$ cat config.mk
export PLATFORM = sky130hd
export DESIGN_NAME = ws2812_frame_ctl
export DESIGN_NICKNAME = d
export VERILOG_FILES = /design/src/rtl/ws2812_frame_ctl.sv
export SDC_FILE = /design/constraint.sdc
export NUM_CORES = 1
export LEC_CHECK = 0
export CAP_MARGIN = 20
export CORE_ASPECT_RATIO = 1.4
export CORE_MARGIN = 4
export CORE_UTILIZATION = 55
export DETAILED_ROUTE_END_ITERATION = 8
export DONT_BUFFER_PORTS = 1
export GPL_ROUTABILITY_DRIVEN = 1
export GPL_TIMING_DRIVEN = 0
export PLACE_DENSITY = 0.7
export SYNTH_ARGS = -nofsm -noshare
export SYNTH_HDL_FRONTEND = slang
export SYNTH_SLANG_ARGS = --single-unit
$ cat constraint.sdc
create_clock -name clk_in -period 5.34 [get_ports clk_in]
set_clock_uncertainty 0.1 [all_clocks]
set_input_delay 0.534 -clock clk_in [delete_from_list [all_inputs] [get_ports clk_in]]
set_output_delay 0.534 -clock clk_in [all_outputs]
set_load 0.05 [all_outputs]
$ cat src/rtl/ws2812_frame_ctl.sv
// WS2812 frame sequencer: fetches pixel words from a 1-cycle RAM, serialises them GRB MSB-first
// over a bit_rdy/bit_done handshake, then holds a latch gap. Define WS2812_RGBW_EN for 32-bit RGBW.
module ws2812_frame_ctl #(
    parameter int unsigned ADDR_W    = 8,
    parameter logic [15:0] CNT_LATCH = 16'd12000
) (
    input  logic              clk_in,
    input  logic              rst_n_in,
    input  logic              start_in,
    input  logic [ADDR_W-1:0] led_num_in,
    output logic              ram_rd_en_out,
    output logic [ADDR_W-1:0] ram_rd_addr_out,
`ifdef WS2812_RGBW_EN
    input  logic [31:0]       ram_rd_data_in,
`else
    input  logic [23:0]       ram_rd_data_in,
`endif
    output logic              bit_rdy_out,
    output logic              bit_data_out,
    input  logic              bit_done_in,
    output logic              busy_out,
    output logic              frame_done_out,
    output logic [2:0]        fsm_state_out
);

`ifdef WS2812_RGBW_EN
    localparam int PIX_W = 32;
`else
    localparam int PIX_W = 24;
`endif
    localparam logic [4:0]        BIT_LAST = 5'(PIX_W - 1);
    localparam logic [ADDR_W-1:0] PIX_ONE  = ADDR_W'(1);

    typedef enum logic [2:0] {
        S_IDLE  = 3'd0,
        S_READ  = 3'd1,
        S_LOAD  = 3'd2,
        S_SEND  = 3'd3,
        S_WAIT  = 3'd4,
        S_LATCH = 3'd5
    } state_t;

    state_t            state_q;
    logic [ADDR_W-1:0] num_q;
    logic [ADDR_W-1:0] pix_idx_q;
    logic [4:0]        bit_idx_q;
    logic [PIX_W-1:0]  shift_q;
    logic [15:0]       latch_cnt_q;
    logic              rd_en_q;
    logic              rdy_q;
    logic              data_q;
    logic              busy_q;
    logic              done_q;
    logic [PIX_W-1:0]  pix_wire;

    // RAM holds {R,G,B[,W]}; the wire wants G first, then R, then B[,W].
`ifdef WS2812_RGBW_EN
    assign pix_wire = {ram_rd_data_in[23:16], ram_rd_data_in[31:24], ram_rd_data_in[15:0]};
`else
    assign pix_wire = {ram_rd_data_in[15:8], ram_rd_data_in[23:16], ram_rd_data_in[7:0]};
`endif

    always_ff @(posedge clk_in or negedge rst_n_in) begin
        if (!rst_n_in) begin
            state_q     <= S_IDLE;
            num_q       <= '0;
            pix_idx_q   <= '0;
            bit_idx_q   <= '0;
            shift_q     <= '0;
            latch_cnt_q <= '0;
            rd_en_q     <= 1'b0;
            rdy_q       <= 1'b0;
            data_q      <= 1'b0;
            busy_q      <= 1'b0;
            done_q      <= 1'b0;
        end else begin
            rd_en_q <= 1'b0;
            rdy_q   <= 1'b0;
            done_q  <= 1'b0;
            case (state_q)
                S_IDLE: begin
                    // A start coinciding with the done pulse is dropped so frames never overlap.
                    if (start_in && !done_q) begin
                        num_q     <= led_num_in;
                        pix_idx_q <= '0;
                        busy_q    <= 1'b1;
                        if (led_num_in == '0) begin
                            latch_cnt_q <= '0;
                            state_q     <= S_LATCH;
                        end else begin
                            rd_en_q <= 1'b1;
                            state_q <= S_READ;
                        end
                    end
                end
                S_READ: state_q <= S_LOAD;
                S_LOAD: begin
                    shift_q   <= pix_wire;
                    bit_idx_q <= '0;
                    data_q    <= pix_wire[PIX_W-1];
                    rdy_q     <= 1'b1;
                    state_q   <= S_SEND;
                end
                S_SEND: state_q <= S_WAIT;
                S_WAIT: begin
                    if (bit_done_in) begin
                        if (bit_idx_q != BIT_LAST) begin
                            shift_q   <= shift_q << 1;
                            bit_idx_q <= bit_idx_q + 5'd1;
                            data_q    <= shift_q[PIX_W-2];
                            rdy_q     <= 1'b1;
                            state_q   <= S_SEND;
                        end else if (pix_idx_q == num_q - PIX_ONE) begin
                            latch_cnt_q <= '0;
                            state_q     <= S_LATCH;
                        end else begin
                            pix_idx_q <= pix_idx_q + PIX_ONE;
                            rd_en_q   <= 1'b1;
                            state_q   <= S_READ;
                        end
                    end
                end
                S_LATCH: begin
                    if (latch_cnt_q == CNT_LATCH - 16'd1) begin
                        latch_cnt_q <= '0;
                        done_q      <= 1'b1;
                        busy_q      <= 1'b0;
                        state_q     <= S_IDLE;
                    end else begin
                        latch_cnt_q <= latch_cnt_q + 16'd1;
                    end
                end
                default: state_q <= S_IDLE;
            endcase
        end
    end

    assign ram_rd_en_out   = rd_en_q;
    assign ram_rd_addr_out = pix_idx_q;
    assign bit_rdy_out     = rdy_q;
    assign bit_data_out    = data_q;
    assign busy_out        = busy_q;
    assign frame_done_out  = done_q;
    assign fsm_state_out   = state_q;

endmodule

==> After elaboration in Yosys (flattened, before gate mapping) <==
Index checks and enable logic that the tools add are counted.
{ "word_totals": {"reg_bits": 68, "word_cells": 87, "input_bits": 36, "output_inout_bits": 16} }
{ "op_classes": {"n_addsub": 4, "muxes": 42, "n_reduce_logical": 14, "n_eq_ne": 16} }
{ "ops": {"columns": ["op", "count"], "rows": [
  ["$mux W16", 6],
  ["$pmux W16 S3", 1],
  ["$mux W23", 2],
  ["$pmux W23 S2", 1],
  ["$mux W8", 4],
  ["$mux W3", 6],
  ["$pmux W3 S6", 1],
  ["$add A16 B1 Y16 const B", 1],
  ["$eq A16 B14 Y1 const B", 1],
  ["$ne A2 B2 Y1 const B", 8],
  ["$pmux W8 S2", 1],
  ["$mux W1", 13],
  ["$mux W5", 2],
  ["$pmux W5 S2", 1],
  ["$reduce_and A3 Y1", 3],
  ["$add A8 B1 Y8 const B", 1],
  ["$eq A8 B8 Y1", 1],
  ["$logic_not A8 Y1", 1],
  ["$pmux W1 S2", 4],
  ["$sub A8 B1 Y8 const B", 1],
  ["$eq A3 B2 Y1 const B", 2],
  ["$eq A3 B3 Y1 const B", 2],
  ["$reduce_and A6 Y1", 1],
  ["$reduce_bool A2 Y1", 3],
  ["other kinds (9)", 9]
]} }

==> Depth between registers and ports, before layout <==
Gate-level depths: netlist (run 1).
{ "logic_depth": {"depth_word": 6, "ltp_mapped": 9, "mapped_depth_nobuf": 8} }

==> Worst setup path before layout (run 1) <==
OpenSTA, ideal clock, no wires.
{ "synth_path": {"path_type": "register to register", "startpoint": "reg pix_idx_q[7], in the netlist ram_rd_addr_out[7]", "endpoint": "reg latch_cnt_q[11]", "setup_time_ns": 0.124, "stages_incl_launch_ff": 7, "slack_ns": 2.868, "period_less_slack_ns": 2.472, "arrival_ns": 2.248, "required_time_ns": 5.116, "path_buffers": 0, "path_cell_list": "dfrtp_1 -> xor2_1 -> a31o_2 -> a2111oi_1 -> o211ai_2 -> a21o_1 -> a211o_1"} }
{ "synth_between": {"elab_chain_cells": 3} }
{ "synth_lines": {"columns": ["element", "line_no", "rtl"], "rows": [
  ["start, declared", "45", "logic [ADDR_W-1:0] pix_idx_q;"],
  ["start signal, assigned", "117", "pix_idx_q <= pix_idx_q + PIX_ONE;"],
  ["$eq A8 B8 Y1", "113", "end else if (pix_idx_q == num_q - PIX_ONE) begin"],
  ["$ne A2 B2 Y1 (no source line)", null, null],
  ["$reduce_and A6 Y1 (no source line)", null, null],
  ["end signal, assigned", "130", "latch_cnt_q <= latch_cnt_q + 16'd1;"],
  ["end, declared", "48", "logic [15:0] latch_cnt_q;"]
]} }
Every way passes these cells.
A chain may end at the register's enable or synchronous reset.

==> Worst setup path in the final report (run 1) <==
{ "layout_path": {"startpoint": "reg state_q[2], in the netlist fsm_state_out[2]", "endpoint": "reg pix_idx_q[7], in the netlist ram_rd_addr_out[7]"} }
{ "layout_between": {"elab_chain_cells": 3, "elab_cells_between_ends": 9, "classes_between": "5 x eq/ne; 1 x mux; 3 x reduce/logical"} }
{ "layout_lines": {"columns": ["element", "line_no", "rtl"], "rows": [
  ["start, declared", "43", "state_t state_q;"],
  ["start signal, assigned", "65", "state_q <= S_IDLE;"],
  ["start signal, assigned", "89", "state_q <= S_LATCH;"],
  ["start signal, assigned", "92", "state_q <= S_READ;"],
  ["$eq A3 B3 Y1 or $logic_not A3 Y1 (tied branches)", "80", "case (state_q)"],
  ["$ne A2 B2 Y1 (no source line) or $reduce_bool A2 Y1 (tied branches)", null, null],
  ["$reduce_and A5 Y1 (no source line)", null, null]
]} }
Several ways; a longest one is shown, not always the timed one.

==> summary.md, run 1 <==
| Metric | Value |
|---|---|
| Clock Path Buffers | `2` |
| I/O pins | `52` |
| Synth Cell Area | `0.00369 mm²` |
| Row Count | `35` |
| Antenna violations before repair | `1` |
| Synth warn | `0` |
| Non-Filler Instances | `488` |
| Setup ws final | `2400 ps` |
| Vias in the first global route | `2978` |
| Crit path max fanout | `10` |
| Capture point of the worst reg-to-reg path | `ram_rd_addr_out[7]` |
| MaxCap Viol Count | `0` |
| Post-synth EDFFs | `0` |
| Initial core utilization | `approximately 56%` |
| CP arrival | `~3000 ps` |
| Syn_nets | `437` |
| Pre-CTS setup slack | `2460 ps` |
| R2R cell count | `7` |
| First-pass GRT wire length | `approximately 14000 µm` |
| Root Driver | `clkbuf_8` |
| Final period util | `55.1%` |
| CTS clk-pin slew, worst paths | `about 80 ps` |
| Peak supply drop | `between 0.2 and 0.3 mV` |
| Worst Max-Slew Pin Slew | `769 ps` |
| Post-CTS setup buffer count | `0` |
| Reg2reg start | `fsm_state_out[2]` |
| Synthesized area per cell | `9.29 µm²` |
| Slowest cell on the critical path | `dfrtp_1` |
| Drt first-iter violations | `193` |
| Total gr overflow | `0` |
| Worst Hold Endpoint | `num_q[5]` |
| PD cells | `530 mW/mm²` |
| DRC viols | `0` |
| H-tree levels | `3` |
| CP Launch Type | `flip-flop` |
| Synth cell types | `50` |
| Post-DRT Antenna Nets | `0` |
| CTS resizes | `0` |
| Die ar. | `about 0.0081 mm²` |
| Max incr delay on CP | `slightly below 600 ps` |
| CP Cell Sequence | `clkbuf_1, nor3b_1, a31oi_1, nor3_2, and4_1, nand4_1, mux2_2` |
| Final #Nets | `450` |
| Hold Violations, Final | `0` |
| CP endpoint kind | `flip-flop` |
| Area Growth Syn to Fin | `9.30%` |
| Vias | `2930` |
| Largest net degree at the start of global routing | `69` |
| Die X | `between 70 and 80 µm` |
| Gate Count Post-Synth | `397` |
| Worst hold stages | `2` |
| Clock sinks | `68` |
| Max Fclk | `between 0.3 and 0.4 GHz` |
| Latest clock arrival within the worst-skew pair | `340 ps` |
| Final Cell Area | `0.00403 mm²` |
| IO buf count | `0` |
| Sequential cell area fraction in the yosys report | `46.1%` |
| Antenna cell count | `0` |
| Layout cells sized above 1 | `under 10%` |
| Routed wire length | `8110 µm` |
| WP data required | `5470 ps` |
| Post-synthesis async set-or-reset flop share | `100%` |
| Min cycle time layout | `slightly below 3000 ps` |
| Reg2Reg Setup Slack | `2400 ps` |
| Total Power | `2.14 mW` |
| Hold WC Path Type | `in -> reg` |
| Dpl cells | `about 470` |
| Setup Crit Path Kind | `reg -> reg` |
| Post-DP HPWL | `5890 µm` |
| Routed vias/inst | `between 6 and 7` |
| Outcome | `complete, no violations` |
| CTS Buf Count | `9` |
| Hold_sp | `led_num_in[5]` |
| Fin. max-slew vios | `0` |
| Die H | `105 µm` |
| CTS tree | `yes` |
| LEAKAGE | `approximately 1.7 nW` |
| Cell Area, Placed | `about 0.0038 mm²` |
| Routed len/inst | `16.6 µm` |
| Main synth FF type | `dfrtp_1` |
| Routability cong. | `between 0.8 and 0.9` |
| GRT Util Overall | `a little over a fifth` |
| Final setup violation count | `0` |
| Drt pass-1 iters | `5` |
| Fin Setup TNS | `0 ps` |
| Relative slew slack | `roughly half` |
| Core area | `around 0.0066 mm²` |
| Unrepaired setup endpoints after global routing | `false` |
| #FFs+latches synth | `68` |
| Cts hold-fix bufs | `2` |
## power breakdown
part | internal, mW | switching, mW | total (mW)
Clock | 0.261 | 0.202 | 0.463
Sequential | 0.696 | 0.253 | 0.950
Combinational | 0.303 | 0.421 | 0.723
Total | 1.26 | 0.876 | 2.14
## critical path, delay by kind of cell (launching register included)
kind,cells,cell delay (ps)
buffers and inverters,1,310
and+or+nand+nor,4,1370
DFF,1,590
AOI/OAI and AO/OA,1,120
muxes,1,320
## layout by cell type, fill, tap and decap left out, types with 4 or more instances in the layout
cell,n
xor2_1,5
a21oi_1,12
mux2_2,6
xnor2_1,5
mux2i_1,21
inv_1,11
ha_1,4
and2_1,5
nor3b_1,5
and3_1,7
clkbuf_1,13
o21ai_0,37
a211o_1,7
clkbuf_8,9
a31oi_1,8
nand3_1,8
nor4_1,4
nor2_1,29
nor3_1,12
dfrtp_1,68
nor2b_1,4
a21o_1,6
nand4_1,14
or3_1,5
nand2_1,56
## cell usage after synthesis, types with 2 or more instances
| cell | count | area, µm² |
|---|---|---|
| a41o_1 | 3 | 30.0 |
| o21a_1 | 3 | 22.5 |
| nand4_1 | 14 | 87.6 |
| o22ai_1 | 3 | 18.8 |
| nor3_1 | 12 | 60.1 |
| nor2b_1 | 4 | 25.0 |
| o211ai_1 | 2 | 15.0 |
| a31oi_1 | 8 | 50.1 |
| nand2b_1 | 2 | 12.5 |
| and3_1 | 7 | 43.8 |
| a211oi_2 | 2 | 25.0 |
| a21oi_1 | 12 | 60.1 |
| mux2i_1 | 21 | 210 |
| nand3_1 | 8 | 40.0 |
| or3_1 | 5 | 31.3 |
| o21ai_0 | 37 | 185 |
| ha_1 | 4 | 50.1 |
| or2_2 | 3 | 18.8 |
| xnor2_1 | 5 | 43.8 |
| clkbuf_1 | 13 | 48.8 |
| nor2_1 | 29 | 109 |
| nand2_1 | 56 | 210 |
| nand3b_1 | 2 | 15.0 |
| and2_1 | 5 | 31.3 |
| o2111ai_1 | 2 | 17.5 |
| buf_1 | 3 | 11.3 |
| inv_1 | 11 | 41.3 |
| a211o_1 | 7 | 61.3 |
| or4_1 | 2 | 15.0 |
| nand4b_1 | 2 | 17.5 |
| mux2_2 | 6 | 67.6 |
| xor2_1 | 5 | 43.8 |
| a21o_1 | 6 | 45.0 |
| nor4_1 | 4 | 25.0 |
| nor3_2 | 3 | 30.0 |
| dfrtp_1 | 68 | 1700 |
| nor3b_1 | 5 | 37.5 |
## cell families (layout without fill, tap and decap cells)
family | Yosys count | in the layout | share of synthesized area, %
buffers and inverters | 28 | 45 | 2.88
AOI/OAI and AO/OA | 92 | 92 | 16.1
and+or+nand+nor | 167 | 167 | 23.0
DFF | 68 | 68 | 46.1
adders and majority gates | 4 | 4 | 1.36
xor gates and xnor gates | 11 | 11 | 2.99
muxes | 27 | 27 | 7.53
## stage by stage
step	hold slack, ps	util, %
floorplan	138	-
global placement	140	57.5
detailed placement	140	57.5
CTS	202	61.4
global route	202	61.4
finish	213	61.4
## metal layers
layer | global-route usage, % | share of wire [%]
met1 | 26.0 | 42
met2 | 34.5 | 51
met3 | 6.64 | 5.7
met4 | 7.76 | 1.9
met5 | 0 | 0.099
## flip-flops by register name (all words and copies together) (netlist names)
signal           count
ram_rd_addr_out      8
bit_idx_q            5
bit_data_out         1
fsm_state_out        3
ram_rd_en_out        1
bit_rdy_out          1
num_q                8
busy_out             1
frame_done_out       1
latch_cnt_q         16
shift_q             23
## worst max path at each step
| stage | startpoint | endpoint | slack [ps] | cells past startpoint |
|---|---|---|---|---|
| final | fsm_state_out[2] | ram_rd_addr_out[7] | 2400 | 7 |
| after global routing | fsm_state_out[2] | ram_rd_addr_out[7] | 2190 | 7 |
| after CTS | fsm_state_out[2] | ram_rd_addr_out[7] | 2440 | 7 |
| after detailed placement | fsm_state_out[1] | shift_q[5] | 2460 | 8 |
| after global placement | ram_rd_addr_out[7] | latch_cnt_q[6] | 2450 | 6 |
| after floorplan | ram_rd_addr_out[7] | latch_cnt_q[11] | 2870 | 6 |
## layout make-up
class | instances | area, µm²
tap | 74 | 92.6
inverter | 11 | 41.3
buffer | 17 | 65.1
timing repair buffer | 2 | 37.5
fill | 578 | 2540
multi-input combinational | 301 | 1880
sequential | 68 | 1700
clock buffer | 9 | 124
clock inverter | 6 | 88.8
Note: power is estimated with default switching activity, not from simulation.
==> run 2: changes to the inputs <==
clock period = 2.85 ns   (was 5.34 ns; I/O delays follow)
==> summary.md, run 2 (synthesis gave the netlist of run 1 again) <==
| Metric | Value |
|---|---|
| CP endpoint kind | `flip-flop (unchanged)` |
| MaxCap Viol Count | `0 (unchanged)` |
| Antenna cell count | `0 (unchanged)` |
| Core area | `0.00657 mm² (unchanged)` |
| Routability cong. | `0.823 (unchanged)` |
| Largest registers | `shift_q x23, latch_cnt_q x16 (unchanged)` |
| Clock Path Buffers | `2 (unchanged)` |
| Antenna violations before repair | `1 (unchanged)` |
| Fill cells | `556 (was 578)` |
| GR peak layer | `met2 (unchanged)` |
| Crit path max fanout | `8 (was 10)` |
| Worst hold stages | `2 (unchanged)` |
| CP arrival | `2780 ps (was 3070 ps)` |
| Latest clock arrival within the worst-skew pair | `340 ps (about the same)` |
| Vias in the first global route | `3037 (was 2978)` |
| Reg2Reg Setup Slack | `190 ps (was 2400 ps)` |
| Layout cells sized above 1 | `10.1% (was 7.97%)` |
| Total gr overflow | `0 (unchanged)` |
| LEAKAGE | `1.79 nW (was 1.74 nW)` |
| Most flop-heavy register | `shift_q (unchanged)` |
| R2R cell count | `8 (was 7)` |
| Largest net degree at the start of global routing | `69 (unchanged)` |
| Min cycle time layout | `2660 ps (was 2940 ps)` |
| FF/Latch Area | `0.00171 mm² (was 0.00170 mm²)` |
| Routed vias/inst | `6.04 (was 6.00)` |
| Post-DRT Antenna Nets | `0 (unchanged)` |
| Die X | `77.2 µm (unchanged)` |
| Row Count | `35 (unchanged)` |
| Drt first-iter violations | `229 (was 193)` |
| First-pass GRT wire length | `14300 µm (was 13900 µm)` |
| Core Util, Final | `63.4% (was 61.4%)` |
| Initial core utilization | `56.1% (unchanged)` |
| Hold WC Path Type | `in -> reg (unchanged)` |
| DRC viols | `0 (unchanged)` |
| Pre-CTS setup slack | `-30.7 ps (was 2460 ps)` |
| Unrepaired setup endpoints after global routing | `false (unchanged)` |
| Worst Max-Slew Pin Slew | `707 ps (was 769 ps)` |
| CTS clk-pin slew, worst paths | `80 ps (about the same)` |
| Routed wire length | `8490 µm (was 8110 µm)` |
| CP Launch Type | `flip-flop (unchanged)` |
| Routed len/inst | `17.1 µm (was 16.6 µm)` |
| Final period util | `93.2% (was 55.1%)` |
| Peak supply drop | `0.537 mV (was 0.291 mV)` |
| Relative slew slack | `52.8% (was 48.4%)` |
| Final #Nets | `460 (was 450)` |
| I/O pins | `52 (unchanged)` |
| Post-DP HPWL | `5890 µm (unchanged)` |
| Grt met1 use | `27.3% (was 26.0%)` |
| Drt pass-1 iters | `5 (unchanged)` |
| Vias | `3007 (was 2930)` |
| Root Driver | `clkbuf_8 (unchanged)` |
| Final setup violation count | `0 (unchanged)` |
| Commonest non-fill, non-tap cell in the layout | `dfrtp_1 (unchanged)` |
| H-tree levels | `3 (unchanged)` |
| Hold slack | `28.0 ps (was 213 ps)` |
| Outcome | `complete, no violations (unchanged)` |
| CTS Buf Count | `9 (unchanged)` |
| IO buf count | `0 (unchanged)` |
| Setup Crit Path Kind | `reg -> reg (unchanged)` |
| Setup ws final | `194 ps (was 2400 ps)` |
| Fin. max-slew vios | `0 (unchanged)` |
| Post-CTS setup buffer count | `0 (unchanged)` |
| Most frequent cells in the layout | `65 x dfrtp_1, 56 x nand2_1, 37 x o21ai_0 (was 68 x dfrtp_1, 56 x nand2_1, 37 x o21ai_0)` |
| Clock sinks | `68 (unchanged)` |
| WP data required | `2980 ps (was 5470 ps)` |
| Multi-input gate area | `0.00191 mm² (was 0.00188 mm²)` |
| PD cells | `977 mW/mm² (was 530 mW/mm²)` |
| Met2 global-route usage | `35.9% (was 34.5%)` |
| Max reg flops | `23 (unchanged)` |
| Area Growth Syn to Fin | `12.9% (was 9.30%)` |
| Total Power | `4.07 mW (was 2.14 mW)` |
| Die ar. | `0.00810 mm² (unchanged)` |
| Max Fclk | `0.377 GHz (was 0.340 GHz)` |
| Die H | `105 µm (unchanged)` |
| GRT Util Overall | `21.8% (was 21.1%)` |
| Hold Violations, Final | `0 (unchanged)` |
| Met3 Use GR | `6.21% (was 6.64%)` |
| CTS tree | `yes (unchanged)` |
==> run 2: power breakdown <==
part	leakage, nW	internal, mW	switching, mW	total (mW)
Clock	0.102	0.489	0.377	0.866
Sequential	0.856	1.31	0.483	1.79
Combinational	0.834	0.592	0.820	1.41
==> run 2: routing by layer <==
| metal | up-vias | part of all wire, % |
|---|---|---|
| met1 | 1428 | 41 |
| met4 | 2 | 1.6 |
| li1 | 1482 | - |
| met2 | 79 | 51 |
| met3 | 16 | 5.9 |
| met5 | - | 0.094 |
==> run 2: area by class of cell <==
cell class	count	area share (%)
buffer	17	1.62
timing repair buffer	12	3.31
sequential	68	41.0
tap	74	2.22
clock inverter	6	2.13
multi-input combinational	301	45.8
clock buffer	9	2.97
inverter	11	0.992
==> run 2: worst max-delay path, stage by stage, from the launching register on <==
cell	delay, ps
dfrtp_1	450
inv_1	80
ha_1	290
nor2b_1	160
or3_1	360
a31oi_2	250
o211ai_2	220
a21o_2	320
a211o_1	310
==> run 2: worst paths after layout <==
kind,startpoint,end
min in group asynchronous,rst_n_in,num_q[7]
max,num_q[0],latch_cnt_q[11]
min,ram_rd_data_in[15],bit_data_out
max in group asynchronous,rst_n_in,fsm_state_out[2]
min reg2reg,shift_q[20],shift_q[20]
max reg2reg,num_q[0],latch_cnt_q[11]
==> run 2: what timing repair did <==
action,CTS,global route
hold buffers,12,0
resized for setup,2,11
pin swaps,0,1
hold endpoints to repair,78,0
setup endpoints to repair,19,40
==> run 2: metrics by stage <==
stage / cell area [µm²] / cells / setup TNS [ps]
5_1_grt: 4160 / 498 / 0
3_3_place_gp: 3780 / 471 / -98.5
2_1_floorplan: 3690 / 397 / 0
6_report: 4160 / 498 / 0
4_1_cts: 4140 / 498 / 0
3_5_place_dp: 3780 / 471 / -277
